### config.mk
export PLATFORM = sky130hd
export DESIGN_NAME = vga_timing_prog
export DESIGN_NICKNAME = d
export VERILOG_FILES = /design/src/rtl/vga_timing_prog.sv
export SDC_FILE = /design/constraint.sdc
export NUM_CORES = 1
export LEC_CHECK = 0
export ABC_CLOCK_PERIOD_IN_PS = 10100
export CAP_MARGIN = 10
export CORE_MARGIN = 4
export CORE_UTILIZATION = 57
export CTS_BUF_LIST = sky130_fd_sc_hd__clkbuf_16
export DETAILED_ROUTE_END_ITERATION = 16
export PLACE_DENSITY = 0.78
export SLEW_MARGIN = 20
export SYNTH_ARGS = -nofsm -noshare
export SYNTH_HDL_FRONTEND = slang
export SYNTH_SLANG_ARGS = --single-unit
### constraint.sdc
create_clock -name clk_pixel -period 10.1 [get_ports clk_pixel]
set_input_delay 2.02 -clock clk_pixel [delete_from_list [all_inputs] [get_ports clk_pixel]]
set_output_delay 2.02 -clock clk_pixel [all_outputs]
set_load 0.01 [all_outputs]
### src/rtl/vga_timing_prog.sv
// vga_timing_prog: runtime-programmable VGA/DVI timing generator; configs apply only at frame end.
// Define VGA_TIMING_CFG_CHECK_EN to add cfg_err and reject illegal configs on accept.
module vga_timing_prog #(
    parameter int COORD_WIDTH = 16,
    parameter int FIELD_WIDTH = 12,
    parameter int DEF_H_RES   = 640,
    parameter int DEF_H_FP    = 16,
    parameter int DEF_H_SYNC  = 96,
    parameter int DEF_H_BP    = 48,
    parameter int DEF_V_RES   = 480,
    parameter int DEF_V_FP    = 10,
    parameter int DEF_V_SYNC  = 2,
    parameter int DEF_V_BP    = 33,
    parameter int DEF_H_POL   = 0,
    parameter int DEF_V_POL   = 0
) (
    input  logic                          clk_pixel,
    input  logic                          rst_pixel,
    input  logic                          cfg_valid,
    output logic                          cfg_ready,
    input  logic [FIELD_WIDTH-1:0]        cfg_h_res,
    input  logic [FIELD_WIDTH-1:0]        cfg_h_fp,
    input  logic [FIELD_WIDTH-1:0]        cfg_h_sync,
    input  logic [FIELD_WIDTH-1:0]        cfg_h_bp,
    input  logic [FIELD_WIDTH-1:0]        cfg_v_res,
    input  logic [FIELD_WIDTH-1:0]        cfg_v_fp,
    input  logic [FIELD_WIDTH-1:0]        cfg_v_sync,
    input  logic [FIELD_WIDTH-1:0]        cfg_v_bp,
    input  logic                          cfg_h_pol,
    input  logic                          cfg_v_pol,
    output logic                          cfg_pending,
`ifdef VGA_TIMING_CFG_CHECK_EN
    output logic                          cfg_err,
`endif
    output logic                          hsync,
    output logic                          vsync,
    output logic                          data_enable,
    output logic                          frame,
    output logic                          line,
    output logic signed [COORD_WIDTH-1:0] screen_x,
    output logic signed [COORD_WIDTH-1:0] screen_y
);
    localparam int CW = COORD_WIDTH;
    localparam int FW = FIELD_WIDTH;

    typedef struct packed {
        logic [FW-1:0] h_res, h_fp, h_sync, h_bp, v_res, v_fp, v_sync, v_bp;
        logic          h_pol, v_pol;
    } cfg_t;

    localparam cfg_t DEF_CFG = {FW'(DEF_H_RES), FW'(DEF_H_FP), FW'(DEF_H_SYNC), FW'(DEF_H_BP),
                                FW'(DEF_V_RES), FW'(DEF_V_FP), FW'(DEF_V_SYNC), FW'(DEF_V_BP),
                                1'(DEF_H_POL), 1'(DEF_V_POL)};

    function automatic logic signed [CW-1:0] zx(input logic [FW-1:0] f);
        return $signed({{(CW-FW){1'b0}}, f});
    endfunction

    function automatic logic signed [CW-1:0] h_start(input cfg_t c);
        return -(zx(c.h_fp) + zx(c.h_sync) + zx(c.h_bp));
    endfunction

    function automatic logic signed [CW-1:0] v_start(input cfg_t c);
        return -(zx(c.v_fp) + zx(c.v_sync) + zx(c.v_bp));
    endfunction

    localparam logic signed [CW-1:0] RST_X = h_start(DEF_CFG);
    localparam logic signed [CW-1:0] RST_Y = v_start(DEF_CFG);

    cfg_t                   r_act, r_shd;
    logic                   r_pending;
    logic signed [CW-1:0]   r_x, r_y;
    cfg_t                   w_cfg_in;
    logic signed [CW-1:0]   w_h_start, w_hs_start, w_hs_end, w_ha_end;
    logic signed [CW-1:0]   w_v_start, w_vs_start, w_vs_end, w_va_end;
    logic                   w_line_end, w_frame_end, w_apply, w_accept, w_in_hs, w_in_vs;

    assign w_cfg_in    = {cfg_h_res, cfg_h_fp, cfg_h_sync, cfg_h_bp,
                          cfg_v_res, cfg_v_fp, cfg_v_sync, cfg_v_bp, cfg_h_pol, cfg_v_pol};
    assign w_h_start   = h_start(r_act);
    assign w_hs_start  = w_h_start + zx(r_act.h_fp);
    assign w_hs_end    = w_hs_start + zx(r_act.h_sync);
    assign w_ha_end    = zx(r_act.h_res) - CW'(1);
    assign w_v_start   = v_start(r_act);
    assign w_vs_start  = w_v_start + zx(r_act.v_fp);
    assign w_vs_end    = w_vs_start + zx(r_act.v_sync);
    assign w_va_end    = zx(r_act.v_res) - CW'(1);
    assign w_line_end  = r_x == w_ha_end;
    assign w_frame_end = w_line_end && r_y == w_va_end;
    assign w_apply     = w_frame_end && r_pending;
    assign w_in_hs     = r_x >= w_hs_start && r_x < w_hs_end;
    assign w_in_vs     = r_y >= w_vs_start && r_y < w_vs_end;
    assign cfg_ready   = ~r_pending;
    assign cfg_pending = r_pending;

`ifdef VGA_TIMING_CFG_CHECK_EN
    localparam int MAX_SUM = (1 << (CW - 1)) - 1;
    logic [31:0] w_h_sum, w_v_sum;
    logic        w_bad;
    assign w_h_sum  = 32'(cfg_h_res) + 32'(cfg_h_fp) + 32'(cfg_h_sync) + 32'(cfg_h_bp);
    assign w_v_sum  = 32'(cfg_v_res) + 32'(cfg_v_fp) + 32'(cfg_v_sync) + 32'(cfg_v_bp);
    assign w_bad    = ~|cfg_h_res || ~|cfg_v_res || ~|cfg_h_sync || ~|cfg_v_sync ||
                      w_h_sum > MAX_SUM || w_v_sum > MAX_SUM;
    assign w_accept = cfg_valid && !r_pending && !w_bad;
    always_ff @(posedge clk_pixel or posedge rst_pixel) begin
        if (rst_pixel) cfg_err <= 1'b0;
        else           cfg_err <= cfg_valid && !r_pending && w_bad;
    end
`else
    assign w_accept = cfg_valid && !r_pending;
`endif

    // Apply and accept are exclusive: apply needs pending set, accept needs it clear.
    always_ff @(posedge clk_pixel or posedge rst_pixel) begin
        if (rst_pixel) begin
            r_act     <= DEF_CFG;
            r_shd     <= DEF_CFG;
            r_pending <= 1'b0;
            r_x       <= RST_X;
            r_y       <= RST_Y;
        end else begin
            if (w_apply) begin
                r_act     <= r_shd;
                r_pending <= 1'b0;
            end else if (w_accept) begin
                r_shd     <= w_cfg_in;
                r_pending <= 1'b1;
            end
            if (w_line_end) begin
                r_x <= w_apply ? h_start(r_shd) : w_h_start;
                r_y <= w_frame_end ? (w_apply ? v_start(r_shd) : w_v_start) : r_y + CW'(1);
            end else begin
                r_x <= r_x + CW'(1);
            end
        end
    end

    always_ff @(posedge clk_pixel or posedge rst_pixel) begin
        if (rst_pixel) begin
            hsync       <= ~DEF_CFG.h_pol;
            vsync       <= ~DEF_CFG.v_pol;
            data_enable <= 1'b0;
            frame       <= 1'b0;
            line        <= 1'b0;
            screen_x    <= '0;
            screen_y    <= '0;
        end else begin
            hsync       <= r_act.h_pol ? w_in_hs : ~w_in_hs;
            vsync       <= r_act.v_pol ? w_in_vs : ~w_in_vs;
            data_enable <= !r_x[CW-1] && !r_y[CW-1];
            frame       <= r_x == w_h_start && r_y == w_v_start;
            line        <= !r_y[CW-1] && r_x == w_h_start;
            screen_x    <= r_x;
            screen_y    <= r_y;
        end
    end
endmodule

# ---- Word-level counts from Yosys, hierarchy flattened
# Cells that the tools add are included.
dict set report totals {
  regBits 266
  latch_bits 0
  ram_bits 0
  rom_bits 0
  in_bits 101
  out_inout_bits 39
  elab_cells 83
  memories 0
}
dict set report op_classes {
  add_sub_neg 20
  n_mul 0
  div_mod_pow 0
  n_lt_le_gt_ge 4
  n_eq_ne 4
  shift 0
  n_mux 8
  bitwise_logic 4
  n_reduce_logical 13
}
# cell n
set ops {}
lappend ops {{16-bit by 13-bit adder with 16-bit output} 4}
lappend ops {{16-bit 2-to-1 mux} 4}
lappend ops {{14-bit negator with 16-bit output} 4}
lappend ops {{13-bit by 12-bit adder with 14-bit output} 4}
lappend ops {{12-bit by 12-bit adder with 13-bit output} 4}
lappend ops {{16-bit by 2-bit adder with 16-bit output (second input constant)} 2}
lappend ops {{16-bit by 13-bit == test with 1-bit output} 2}
lappend ops {{16-bit == test} 2}
lappend ops {{16-bit greater-or-equal comparator} 2}
lappend ops {{16-bit < comparator} 2}
lappend ops {{12-bit by 1-bit subtractor with 13-bit output (second input constant)} 2}
lappend ops {{1-bit logical AND} 8}
lappend ops {{1-bit 2-to-1 mux} 4}
lappend ops {{1-bit NOT} 4}
lappend ops {{1-bit zero test} 3}
lappend ops {{2-bit AND reduction} 1}
lappend ops {{2-bit nonzero test} 1}

# ---- Longest topological paths before layout
# Gate-level depths: netlist of the first run.
dict set report logic_depth {
  depth_word 9
  ltp_mapped 30
  mapped_depth_nobuf 30
}

# ---- Worst setup path after synthesis of the first run
# OpenSTA, ideal clock, no wires.
dict set report synth_path {
  kind {reg2reg}
  from {register r_act[15] (netlist name)}
  to {register vsync}
  setup_ns 0.075
  arrival_ns 5.965
  required_time_ns 10.025
  path_slack_ns 4.061
  stages_incl_launch_ff 28
  path_buffers 0
  synth_period_minus_slack_ns 6.039
  cell_sequence {dfstp_2 > ha_1 > fa_1 > inv_1 > ha_1 > fa_1 > a21o_1 > a221oi_1 > o21bai_1 > a21oi_1 > xnor2_1 > ha_1 > nand3_1 > o22a_1 > o311ai_1 > nand2_1 > nor2_1 > maj3_1 > ha_1 > nand3_1 > or2_2 > a21o_1 > a32o_1 > nor2_1 > nor4b_1 > xor2_1 > o22ai_1 > xor2_1}
}
dict set report synth_via {
  elab_chain_len 9
  elab_cells_between_ends 10
  cone_classes {5 x add/sub; 2 x order compare; 1 x mux; 1 x bitwise; 1 x reduce/logical}
}
# element line
set synth_rtl {}
lappend synth_rtl {{start, declared} 70} ;# cfg_t r_act, r_shd;
lappend synth_rtl {{start signal, assigned} 123} ;# r_act <= r_shd;
lappend synth_rtl {{12-bit by 12-bit adder with 13-bit output} 64} ;# return -(zx(c.v_fp) + zx(c.v_sync) + zx(c.v_bp));
lappend synth_rtl {{13-bit by 12-bit adder with 14-bit output} 64}
lappend synth_rtl {{14-bit negator with 16-bit output} 64}
lappend synth_rtl {{16-bit by 13-bit adder with 16-bit output} 85} ;# assign w_vs_start = w_v_start + zx(r_act.v_fp);
lappend synth_rtl {{16-bit by 13-bit adder with 16-bit output} 86} ;# assign w_vs_end = w_vs_start + zx(r_act.v_sync);
lappend synth_rtl {{16-bit < comparator} 92} ;# assign w_in_vs = r_y >= w_vs_start && r_y < w_vs_end;
lappend synth_rtl {{1-bit logical AND *} 92}
lappend synth_rtl {{1-bit NOT} 149} ;# vsync <= r_act.v_pol ? w_in_vs : ~w_in_vs;
lappend synth_rtl {{1-bit 2-to-1 mux *} 149}
lappend synth_rtl {{end signal, assigned} 141} ;# vsync <= ~DEF_CFG.v_pol;
lappend synth_rtl {{end signal, assigned} 149}
lappend synth_rtl {{end, declared} 36} ;# output logic vsync,
# Mark *: on every way between the ends. The rest lies on a longest branch, timed or not.
# A chain may end at the register's enable or synchronous reset.

# ---- Worst setup path after layout of the first run
# Ends and elaborated chain as after synthesis.

==> results.sh, run 1 <==
export IMPL_nNetsFinal=2615
export IMPL_dr_first_iter_drc_count=1031
export IMPL_power_frac_seq=0.396
export IMPL_dpl_hpwl_mm=36.66
export IMPL_worstPathArrival_ns=7.55
export IMPL_ios=140
export IMPL_path_class="register to register"
export IMPL_grt_pass1_wl_mm=79.74
export IMPL_p_comb_frac=0.261
export IMPL_layout_min_cycle_time_ns=7.065
export IMPL_htreeDepth=1
export IMPL_synth_edf_count=0
export IMPL_stdcell_area_mm2=0.02220
export IMPL_powerDensity_mw_per_mm2=130.9
export IMPL_slew_viol_final=0
export IMPL_core_region_area_mm2=0.03370
export IMPL_netlist_area_mm2=0.01956
export IMPL_status="complete, no violations"
export IMPL_tightest_slew_ns=1.056
export IMPL_cts_buffers=29
export IMPL_critPathRequiredTime_ns=10.58
export IMPL_ctsResizeCount=0
export IMPL_fin_skew_ns=0.02118
export IMPL_hold_viol=0
export IMPL_synth_ff_type="dfrtp_1"
export IMPL_leakage_nw=10.04
export IMPL_wl_mm=48.53
export IMPL_ir_drop_uv=162.6
export IMPL_die_h_um=193.3
export IMPL_clock_power_share=0.343
export IMPL_swShare=0.3140
export IMPL_grt_max_degree=140
export IMPL_rsz0062_at_grt="no"
export IMPL_multi_input_area_mm2=0.01169
export IMPL_cap_violations=0
export IMPL_insertion_delay_ns=0.58
export IMPL_hold_class="register to register"
export IMPL_hold_buffers=0
export IMPL_yosysSeqAreaShare=0.3439
export IMPL_die_x_um=193.3
export IMPL_root_buffer="clkbuf_16"
export IMPL_cts_num_sinks=266
export IMPL_grt_ovfl_total=0
export IMPL_fin_ws_ns=3.035
export IMPL_start_util=0.5805
export IMPL_ant_nets=0
export IMPL_grt_pass1_vias=15441
export IMPL_synth_cells=2130
export IMPL_syn_nets=2507
export IMPL_viasPerCell=5.711
export IMPL_drive_above_1_share=0.08978
export IMPL_pre_cts_ws_ns=3.216
export IMPL_areaGrowthSynthToFinish_pct=13.50
export IMPL_diodes=0
export IMPL_finish_utilization=0.6589
export IMPL_antenna_found_initial=0
export IMPL_async_flop_share=1.000
export IMPL_wire_per_inst_um=17.92
export IMPL_crit_path_max_fanout=8
export IMPL_std_cell_rows=67
export IMPL_p_sw_mw=0.9130
export IMPL_synth_seq_cells=266
export IMPL_nFillCells=2705
export IMPL_gp_congestion=0.9276
export IMPL_place_port_buffers=139
export IMPL_final_cell_mix="nand2_1, inv_1, ha_1, dfrtp_1, o21ai_0"
export IMPL_die_area_mm2=0.03735
export IMPL_cts_tree="done"
export IMPL_grt_usage=0.2550
export IMPL_max_clock_freq_mhz=141.5
export IMPL_final_period_utilization=0.6996
export IMPL_final_setup_tns_ns=0
export IMPL_max_slew_margin_rel=0.2897
export IMPL_cp_end_kind="register"
export IMPL_reg2reg_slack_ns=3.03
export IMPL_vias=15472
export IMPL_clk_pin_slew_ns=0.06
export IMPL_syn_avg_cell_area_um2=9.184
export IMPL_regArea_mm2=0.006728
export IMPL_synth_cell_types=81
export IMPL_cts_setup_buffers=0
export IMPL_finalSetupViolCount=0
export IMPL_cts_buffer_depth=3
export IMPL_dpl_cell_area_mm2=0.02132
export IMPL_power_internal_mw=1.994
export IMPL_drc=0
export IMPL_yosys_warnings=0
export IMPL_startpoint_type="register"
export IMPL_dr_pass1_iters=5
export IMPL_final_common_cell="nand2_1"
[synthesized netlist by cell type (5+ instances only)]
| master | number | share of area |
|---|---|---|
| nand2_1 | 288 | 0.055 |
| inv_1 | 229 | 0.044 |
| ha_1 | 224 | 0.14 |
| dfrtp_1 | 209 | 0.27 |
| o21ai_0 | 187 | 0.048 |
| xnor2_1 | 110 | 0.049 |
| a21oi_1 | 97 | 0.025 |
| nor2_1 | 93 | 0.018 |
| mux2_2 | 68 | 0.039 |
| xor2_1 | 62 | 0.028 |
| dfstp_2 | 57 | 0.077 |
| fa_1 | 52 | 0.053 |
| nand3_1 | 47 | 0.012 |
| clkbuf_1 | 44 | 0.0084 |
| a21o_1 | 29 | 0.011 |
| nor3_1 | 28 | 0.0072 |
| nor2b_1 | 20 | 0.0064 |
| nand4_1 | 19 | 0.0061 |
| nand2b_1 | 15 | 0.0048 |
| a211oi_1 | 14 | 0.0054 |
| and3_1 | 14 | 0.0045 |
| a21boi_0 | 13 | 0.0050 |
| a31oi_1 | 13 | 0.0042 |
| buf_1 | 12 | 0.0023 |
| or3_1 | 12 | 0.0038 |
| mux2i_1 | 11 | 0.0056 |
| o211ai_1 | 11 | 0.0042 |
| o21a_1 | 11 | 0.0042 |
| nor4_1 | 9 | 0.0029 |
| buf_4 | 8 | 0.0031 |
| and2_1 | 6 | 0.0019 |
| buf_2 | 6 | 0.0015 |
| nor3b_1 | 6 | 0.0023 |
| o31ai_1 | 6 | 0.0023 |
| a2111oi_0 | 5 | 0.0022 |
| a31o_2 | 5 | 0.0022 |
| nand3b_1 | 5 | 0.0019 |
| or2_2 | 5 | 0.0016 |
[cell type report]
cell class	instances	share of cell area
Timing Repair Buffer	148	0.06627
Multi-Input combinational cell	1563	0.5264
Clock inverter	25	0.007157
Sequential cell	266	0.3030
Tap cell	448	0.02525
Clock buffer	29	0.03268
Inverter	230	0.03922
[kinds of logic after synthesis]
kind of cell	after synthesis	synth area share
buf+inv	301	0.06019
mux	79	0.04477
compound gates	448	0.1396
flops	266	0.3439
xor+xnor	172	0.07701
simple gates	587	0.1376
fa+ha+maj	277	0.1970
[registers in the layout, summed over array words and instances, names as in the netlist]
register	flops
r_act	98
r_shd	98
r_x	16
r_y	16
screen_x	16
screen_y	16
cfg_pending	1
data_enable	1
frame	1
hsync	1
line	1
vsync	1
[path summary, 6_finish.rpt]
check,startpoint,cells past startpoint,to
max reg2reg,r_act[15]$_DFFE_PP1P_,26,vsync$_DFF_PP1_
max,r_act[15]$_DFFE_PP1P_,26,vsync$_DFF_PP1_
min,r_act[0]$_DFFE_PP0P_,1,vsync$_DFF_PP1_
max in group asynchronous,rst_pixel,3,r_shd[94]$_DFFE_PP0P_
min in group asynchronous,rst_pixel,2,r_shd[40]$_DFFE_PP0P_
min reg2reg,r_act[0]$_DFFE_PP0P_,1,vsync$_DFF_PP1_
[power by group through the flow]
stage	Sequential, mW	Clock (mW)	Combinational (mW)
3_3_place_gp	1.17	0	0.728
2_1_floorplan	1.16	0	0.511
5_1_grt	1.16	1.07	0.843
6_report	1.15	0.996	0.760
3_5_place_dp	1.17	0	0.745
4_1_cts	1.15	1.02	0.760
[per-stage QoR]
| step | hold slack, ns | power [mW] | std cells |
|---|---|---|---|
| 2_1_floorplan | 0.3781 | 1.672 | 2130 |
| 3_3_place_gp | 0.4237 | 1.895 | 2655 |
| 3_5_place_dp | 0.4473 | 1.915 | 2655 |
| 4_1_cts | 0.4529 | 2.933 | 2709 |
| 5_1_grt | 0.4710 | 3.066 | 2709 |
| 6_report | 0.4519 | 2.907 | 2709 |
[metal layers]
metal	vias up	GRT usage	wire length, µm
met2	426	0.4074	22080
met5	-	0	0
met4	0	0.04773	837
li1	7476	-	-
met3	54	0.04140	2963
met1	7516	0.3738	22660
[critical path, stage by stage (launching register included)]
cell      delay (ns)
dfstp_2         0.55
ha_1            0.25
fa_1            0.54
inv_1           0.04
ha_1            0.21
fa_1            0.42
a21o_1          0.22
a221oi_1        0.55
o211ai_1        0.26
xor2_1          0.23
ha_1            0.34
inv_1           0.09
o311ai_1        0.84
nand2_1         0.21
nor2_1          0.15
maj3_1          0.24
ha_1            0.29
nand3_1         0.10
nor2_1          0.07
o31ai_1         0.12
a21o_1          0.18
a32o_1          0.12
nor2_1          0.04
nor4b_1         0.39
xor2_1          0.13
o22ai_1         0.19
xor2_1          0.18
(Power assumes the default switching activity.)
==> run 2: changes to the inputs <==
--- a/config.mk
+++ b/config.mk
@@ -5,7 +5,7 @@
 export SDC_FILE = /design/constraint.sdc
 export NUM_CORES = 1
 export LEC_CHECK = 0
-export ABC_CLOCK_PERIOD_IN_PS = 10100
+export ABC_CLOCK_PERIOD_IN_PS = 6700
 export CAP_MARGIN = 10
 export CORE_MARGIN = 4
 export CORE_UTILIZATION = 57
==> constraint.sdc (replaced) <==
create_clock -name clk_pixel -period 6.7 [get_ports clk_pixel]
set_input_delay 1.34 -clock clk_pixel [delete_from_list [all_inputs] [get_ports clk_pixel]]
set_output_delay 1.34 -clock clk_pixel [all_outputs]
set_load 0.01 [all_outputs]
==> results.sh, run 2 (synthesis results as in run 1) <==
export IMPL_r2r_start="r_act[63]$_DFFE_PP0P_"
export IMPL_hold_viol=0
export IMPL_drc=0
export IMPL_path_class="register to register"
export IMPL_critPathMaxStageDelay_ns=0.61
export IMPL_slew_viol_final=0
export IMPL_htreeDepth=1
export IMPL_p_total_mw=4.577
export IMPL_grt_pass1_vias=15707
export IMPL_start_util=0.5805
export IMPL_crit_path_max_fanout=4
export IMPL_reg2reg_to="hsync$_DFF_PP1_"
export IMPL_tightest_slew_ns=1.141
export IMPL_cp_slowest_cell="fa_2"
export IMPL_pre_cts_ws_ns=0.2195
export IMPL_powerDensity_mw_per_mm2=201.9
export IMPL_critPathRequiredTime_ns=7.20
export IMPL_viasPerCell=5.750
export IMPL_final_cell_mix="nand2_1, inv_1, ha_1, dfrtp_1, o21ai_0"
export IMPL_max_slew_margin_rel=0.2391
export IMPL_wire_per_inst_um=18.13
export IMPL_reg2regPathDepth=28
export IMPL_status="complete, no violations"
export IMPL_grt_ovfl_total=0
export IMPL_max_clock_freq_mhz=155.1
export IMPL_final_setup_tns_ns=0
export IMPL_worstPathArrival_ns=6.95
export IMPL_grt_pass1_wl_mm=81.48
export IMPL_dr_pass1_iters=5
export IMPL_nFillCells=2704
export IMPL_cts_buffer_depth=3
export IMPL_cts_buffers=31
export IMPL_drive_above_1_share=0.1116
export IMPL_leakage_nw=10.23
export IMPL_final_period_utilization=0.9621
export IMPL_reg2reg_slack_ns=0.25
export IMPL_regArea_mm2=0.006728
export IMPL_final_common_cell="nand2_1"
export IMPL_std_cell_rows=67
export IMPL_vias=15670
export IMPL_multi_input_area_mm2=0.01190
export IMPL_place_port_buffers=139
export IMPL_cts_num_sinks=266
export IMPL_insertion_delay_ns=0.59
export IMPL_hold_depth=1
export IMPL_dpl_hpwl_mm=37.12
export IMPL_dr_first_iter_drc_count=1030
export IMPL_ios=140
export IMPL_top_regs="r_act (98), r_shd (98)"
export IMPL_hold_end="vsync$_DFF_PP1_"
export IMPL_layout_min_cycle_time_ns=6.446
export IMPL_hold_class="register to register"
export IMPL_min_delay_start="r_act[0]$_DFFE_PP0P_"
export IMPL_crit_family="adder cells"
export IMPL_areaGrowthSynthToFinish_pct=15.87
export IMPL_core_region_area_mm2=0.03370
export IMPL_ir_drop_uv=215.3
export IMPL_wl_mm=49.41
export IMPL_timing_critical_path_buf_inv=3
export IMPL_cap_violations=0
export IMPL_grt_usage=0.2600
export IMPL_hold_buffers=0
export IMPL_finalSetupViolCount=0
export IMPL_fin_skew_ns=0.01917
export IMPL_diodes=0
export IMPL_path_common_cell="ha_1"
export IMPL_gp_congestion=0.9214
export IMPL_grt_max_degree=165
export IMPL_cts_tree="done"
export IMPL_die_x_um=193.3
export IMPL_clk_pin_slew_ns=0.06
export IMPL_die_area_mm2=0.03735
export IMPL_die_h_um=193.3
export IMPL_fin_ws_ns=0.2538
export IMPL_nNetsFinal=2629
export IMPL_antenna_found_initial=0
export IMPL_root_buffer="clkbuf_16"
export IMPL_startpoint_type="register"
export IMPL_cp_end_kind="register"
export IMPL_ant_nets=0
run 2: changes by cell type in the layout (fill, tap and decap cells not counted), moves of 5 or more:
cell     delta
buf_4      +10
ha_1        -5
o21ai_0     -8
o21ai_1     +5
xnor2_1     -7
xnor2_2     +7
run 2: cell type report:
cell class | instances | share of cell area
multi-input combinational | 1563 | 0.5249
timing repair buffer | 160 | 0.07032
inverter | 230 | 0.03825
clock inverter | 27 | 0.01082
clock buffer | 31 | 0.03422
sequential | 266 | 0.2968
tap | 448 | 0.02473
run 2: metrics by stage:
stage          cell area [µm²]  instances  hold slack, ns    util
6_report                 22670       2725          0.4403  0.6726
3_3_place_gp             21380       2662          0.4291  0.6343
5_1_grt                  22670       2725          0.4598  0.6726
4_1_cts                  22400       2720          0.4411  0.6646
3_5_place_dp             21380       2662          0.4449  0.6343
2_1_floorplan            19570       2130          0.3781       -
run 2: worst reg2reg max path, delay by kind of cell (launching register included):
kind | cells | cell delay [ns]
simple gates | 6 | 0.88
flops | 1 | 0.41
compound gates | 9 | 1.84
xor+xnor | 3 | 0.49
buf+inv | 3 | 0.18
fa+ha+maj | 7 | 2.54
run 2: worst max path at each step:
stage | end | slack [ns] | startpoint | cells past startpoint
floorplan | vsync$_DFF_PP1_ | 0.66 | r_act[15]$_DFFE_PP1P_ | 27
global placement | vsync$_DFF_PP1_ | 0.31 | r_act[15]$_DFFE_PP1P_ | 28
detailed placement | vsync$_DFF_PP1_ | 0.22 | r_act[15]$_DFFE_PP1P_ | 26
CTS | vsync$_DFF_PP1_ | 0.16 | r_act[15]$_DFFE_PP1P_ | 26
global route | hsync$_DFF_PP1_ | -0.02 | r_act[65]$_DFFE_PP0P_ | 25
finish | hsync$_DFF_PP1_ | 0.25 | r_act[63]$_DFFE_PP0P_ | 28
run 2: routing by layer:
layer	vias to the layer above	routed length, µm	global-route usage
met4	0	1134	0.05953
met3	82	3193	0.04122
met5	-	0	0
met2	448	22350	0.4099
met1	7628	22740	0.3815
li1	7512	-	-
run 2: report_power, final:
| group | internal, mW | switching [mW] |
|---|---|---|
| logic | 0.489 | 0.657 |
| clock network | 0.995 | 0.700 |
| registers | 1.69 | 0.0472 |
run 2: repair_timing:
| item | 4_1_cts | 5_1_grt |
|---|---|---|
| endpoints found under the hold margin | 0 | 0 |
| buffers inserted | 0 | 4 |
| endpoints found under the setup margin | 0 | 2 |
| gates resized for setup | 0 | 51 |
==> run 3: changes to the inputs <==
--- a/config.mk
+++ b/config.mk
@@ -12,7 +12,7 @@
 export CTS_BUF_LIST = sky130_fd_sc_hd__clkbuf_16
 export DETAILED_ROUTE_END_ITERATION = 16
 export PLACE_DENSITY = 0.78
-export SLEW_MARGIN = 20
+export SLEW_MARGIN = 15
 export SYNTH_ARGS = -nofsm -noshare
 export SYNTH_HDL_FRONTEND = slang
 export SYNTH_SLANG_ARGS = --single-unit
==> results.sh, run 3 (synthesis results as in run 1) <==
export IMPL_status="complete, no violations"
export IMPL_layoutNonFillerInstCount=2724
export IMPL_tightest_slew_ns=1.169
export IMPL_core_region_area_mm2=0.03370
export IMPL_hold_viol=0
export IMPL_reg2reg_to="hsync$_DFF_PP1_"
export IMPL_start_util=0.5805
export IMPL_insertion_delay_ns=0.59
export IMPL_crit_path_max_fanout=4
export IMPL_areaGrowthSynthToFinish_pct=15.73
export IMPL_drc=0
export IMPL_critPathMaxStageDelay_ns=0.61
export IMPL_dr_pass1_iters=5
export IMPL_cts_buffer_depth=3
export IMPL_path_class="register to register"
export IMPL_top_regs="r_act (98), r_shd (98)"
export IMPL_grt_ovfl_total=0
export IMPL_hold_depth=1
export IMPL_root_buffer="clkbuf_16"
export IMPL_cts_buffers=31
export IMPL_grt_max_degree=165
export IMPL_drive_above_1_share=0.1112
export IMPL_hold_end="vsync$_DFF_PP1_"
export IMPL_ir_drop_uv=215.5
export IMPL_dpl_hpwl_mm=37.12
export IMPL_place_port_buffers=139
export IMPL_cp_end_kind="register"
export IMPL_diodes=0
export IMPL_r2r_start="r_act[63]$_DFFE_PP0P_"
export IMPL_ios=140
export IMPL_cap_violations=0
export IMPL_max_slew_margin_rel=0.2205
export IMPL_layout_min_cycle_time_ns=6.485
export IMPL_die_area_mm2=0.03735
export IMPL_path_common_cell="ha_1"
export IMPL_reg2reg_slack_ns=0.22
export IMPL_die_x_um=193.3
export IMPL_die_h_um=193.3
export IMPL_slew_viol_final=0
export IMPL_cp_slowest_cell="fa_2"
export IMPL_vias=15691
export IMPL_std_cell_rows=67
export IMPL_wl_mm=49.53
export IMPL_htreeDepth=1
export IMPL_final_setup_tns_ns=0
export IMPL_final_common_cell="nand2_1"
export IMPL_place_inst=2662
export IMPL_viasPerCell=5.760
export IMPL_antenna_found_initial=0
export IMPL_ant_nets=0
export IMPL_final_cell_mix="nand2_1, inv_1, ha_1, dfrtp_1, o21ai_0"
export IMPL_nNetsFinal=2628
export IMPL_wire_per_inst_um=18.18
export IMPL_clk_pin_slew_ns=0.06
export IMPL_powerDensity_mw_per_mm2=202.3
export IMPL_min_delay_start="r_act[0]$_DFFE_PP0P_"
export IMPL_reg2regPathDepth=28
export IMPL_final_period_utilization=0.9679
export IMPL_fin_skew_ns=0.02136
export IMPL_gp_congestion=0.9214
export IMPL_critPathRequiredTime_ns=7.20
export IMPL_leakage_nw=10.22
export IMPL_dr_first_iter_drc_count=995
export IMPL_grt_pass1_wl_mm=81.48
export IMPL_cts_num_sinks=266
export IMPL_max_clock_freq_mhz=154.2
export IMPL_worstPathArrival_ns=6.99
export IMPL_cts_tree="done"
export IMPL_hold_class="register to register"
export IMPL_grt_usage=0.2600
export IMPL_finalSetupViolCount=0
export IMPL_hold_buffers=0
export IMPL_grt_pass1_vias=15707
export IMPL_startpoint_type="register"
[run 3: changes by cell type in the layout (fill, tap and decap cells not counted), sizes merged]
cell,before,now
buf,21,20
[run 3: worst max path at each step]
stage,from,endpoint,slack (ns),depth (start not counted)
finish,r_act[63]$_DFFE_PP0P_,hsync$_DFF_PP1_,0.22,28
global route,r_act[65]$_DFFE_PP0P_,hsync$_DFF_PP1_,-0.02,25
CTS,r_act[15]$_DFFE_PP1P_,vsync$_DFF_PP1_,0.16,26
detailed placement,r_act[15]$_DFFE_PP1P_,vsync$_DFF_PP1_,0.22,26
global placement,r_act[15]$_DFFE_PP1P_,vsync$_DFF_PP1_,0.31,28
floorplan,r_act[15]$_DFFE_PP1P_,vsync$_DFF_PP1_,0.66,27
[run 3: power breakdown]
group / internal, mW / total, mW / switching [mW]
Clock: 0.995 / 1.70 / 0.705
Sequential: 1.69 / 1.74 / 0.0474
Combinational: 0.487 / 1.14 / 0.657
[run 3: final cells by class]
| class | count | area (µm²) |
|---|---|---|
| fillers | 2710 | 11060 |
| repair buffers | 159 | 1567 |
| inverters | 230 | 867.1 |
| flip-flops and latches | 266 | 6728 |
| well taps | 448 | 560.5 |
| clock inverters | 27 | 245.2 |
| multi-input cells | 1563 | 11900 |
| clock buffers | 31 | 775.7 |
[run 3: worst max-delay path, delay by kind of cell (launching register included)]
family | cells | cell delay [ns]
XOR/XNOR | 3 | 0.49
adder cells (fa/ha/maj) | 7 | 2.55
flip-flops | 1 | 0.41
AND/OR/NAND/NOR | 6 | 0.90
AO/OA/AOI/OAI | 9 | 1.86
buffers and inverters | 3 | 0.18
[run 3: repair_timing]
action                     CTS  global route
setup endpoints to repair    0             2
setup buffers                0             4
gates resized for setup      0            51
hold endpoints to repair     0             0
[run 3: per-stage QoR]
stage	setup WS (ns)	area (µm²)	hold slack, ns	util	total power, mW
6_report	0.2153	22640	0.4408	0.6718	4.581
5_1_grt	-0.01629	22640	0.4598	0.6718	4.832
4_1_cts	0.1638	22400	0.4411	0.6646	4.608
3_5_place_dp	0.2195	21380	0.4449	0.6343	2.890
3_3_place_gp	0.3119	21380	0.4291	0.6343	2.858
2_1_floorplan	0.6608	19570	0.3781	-	2.521
[run 3: per-layer routing]
layer | GRT usage | wire length, µm
met4 | 0.05953 | 1142
met1 | 0.3815 | 22920
met3 | 0.04122 | 3157
met2 | 0.4099 | 22310
met5 | 0 | 0
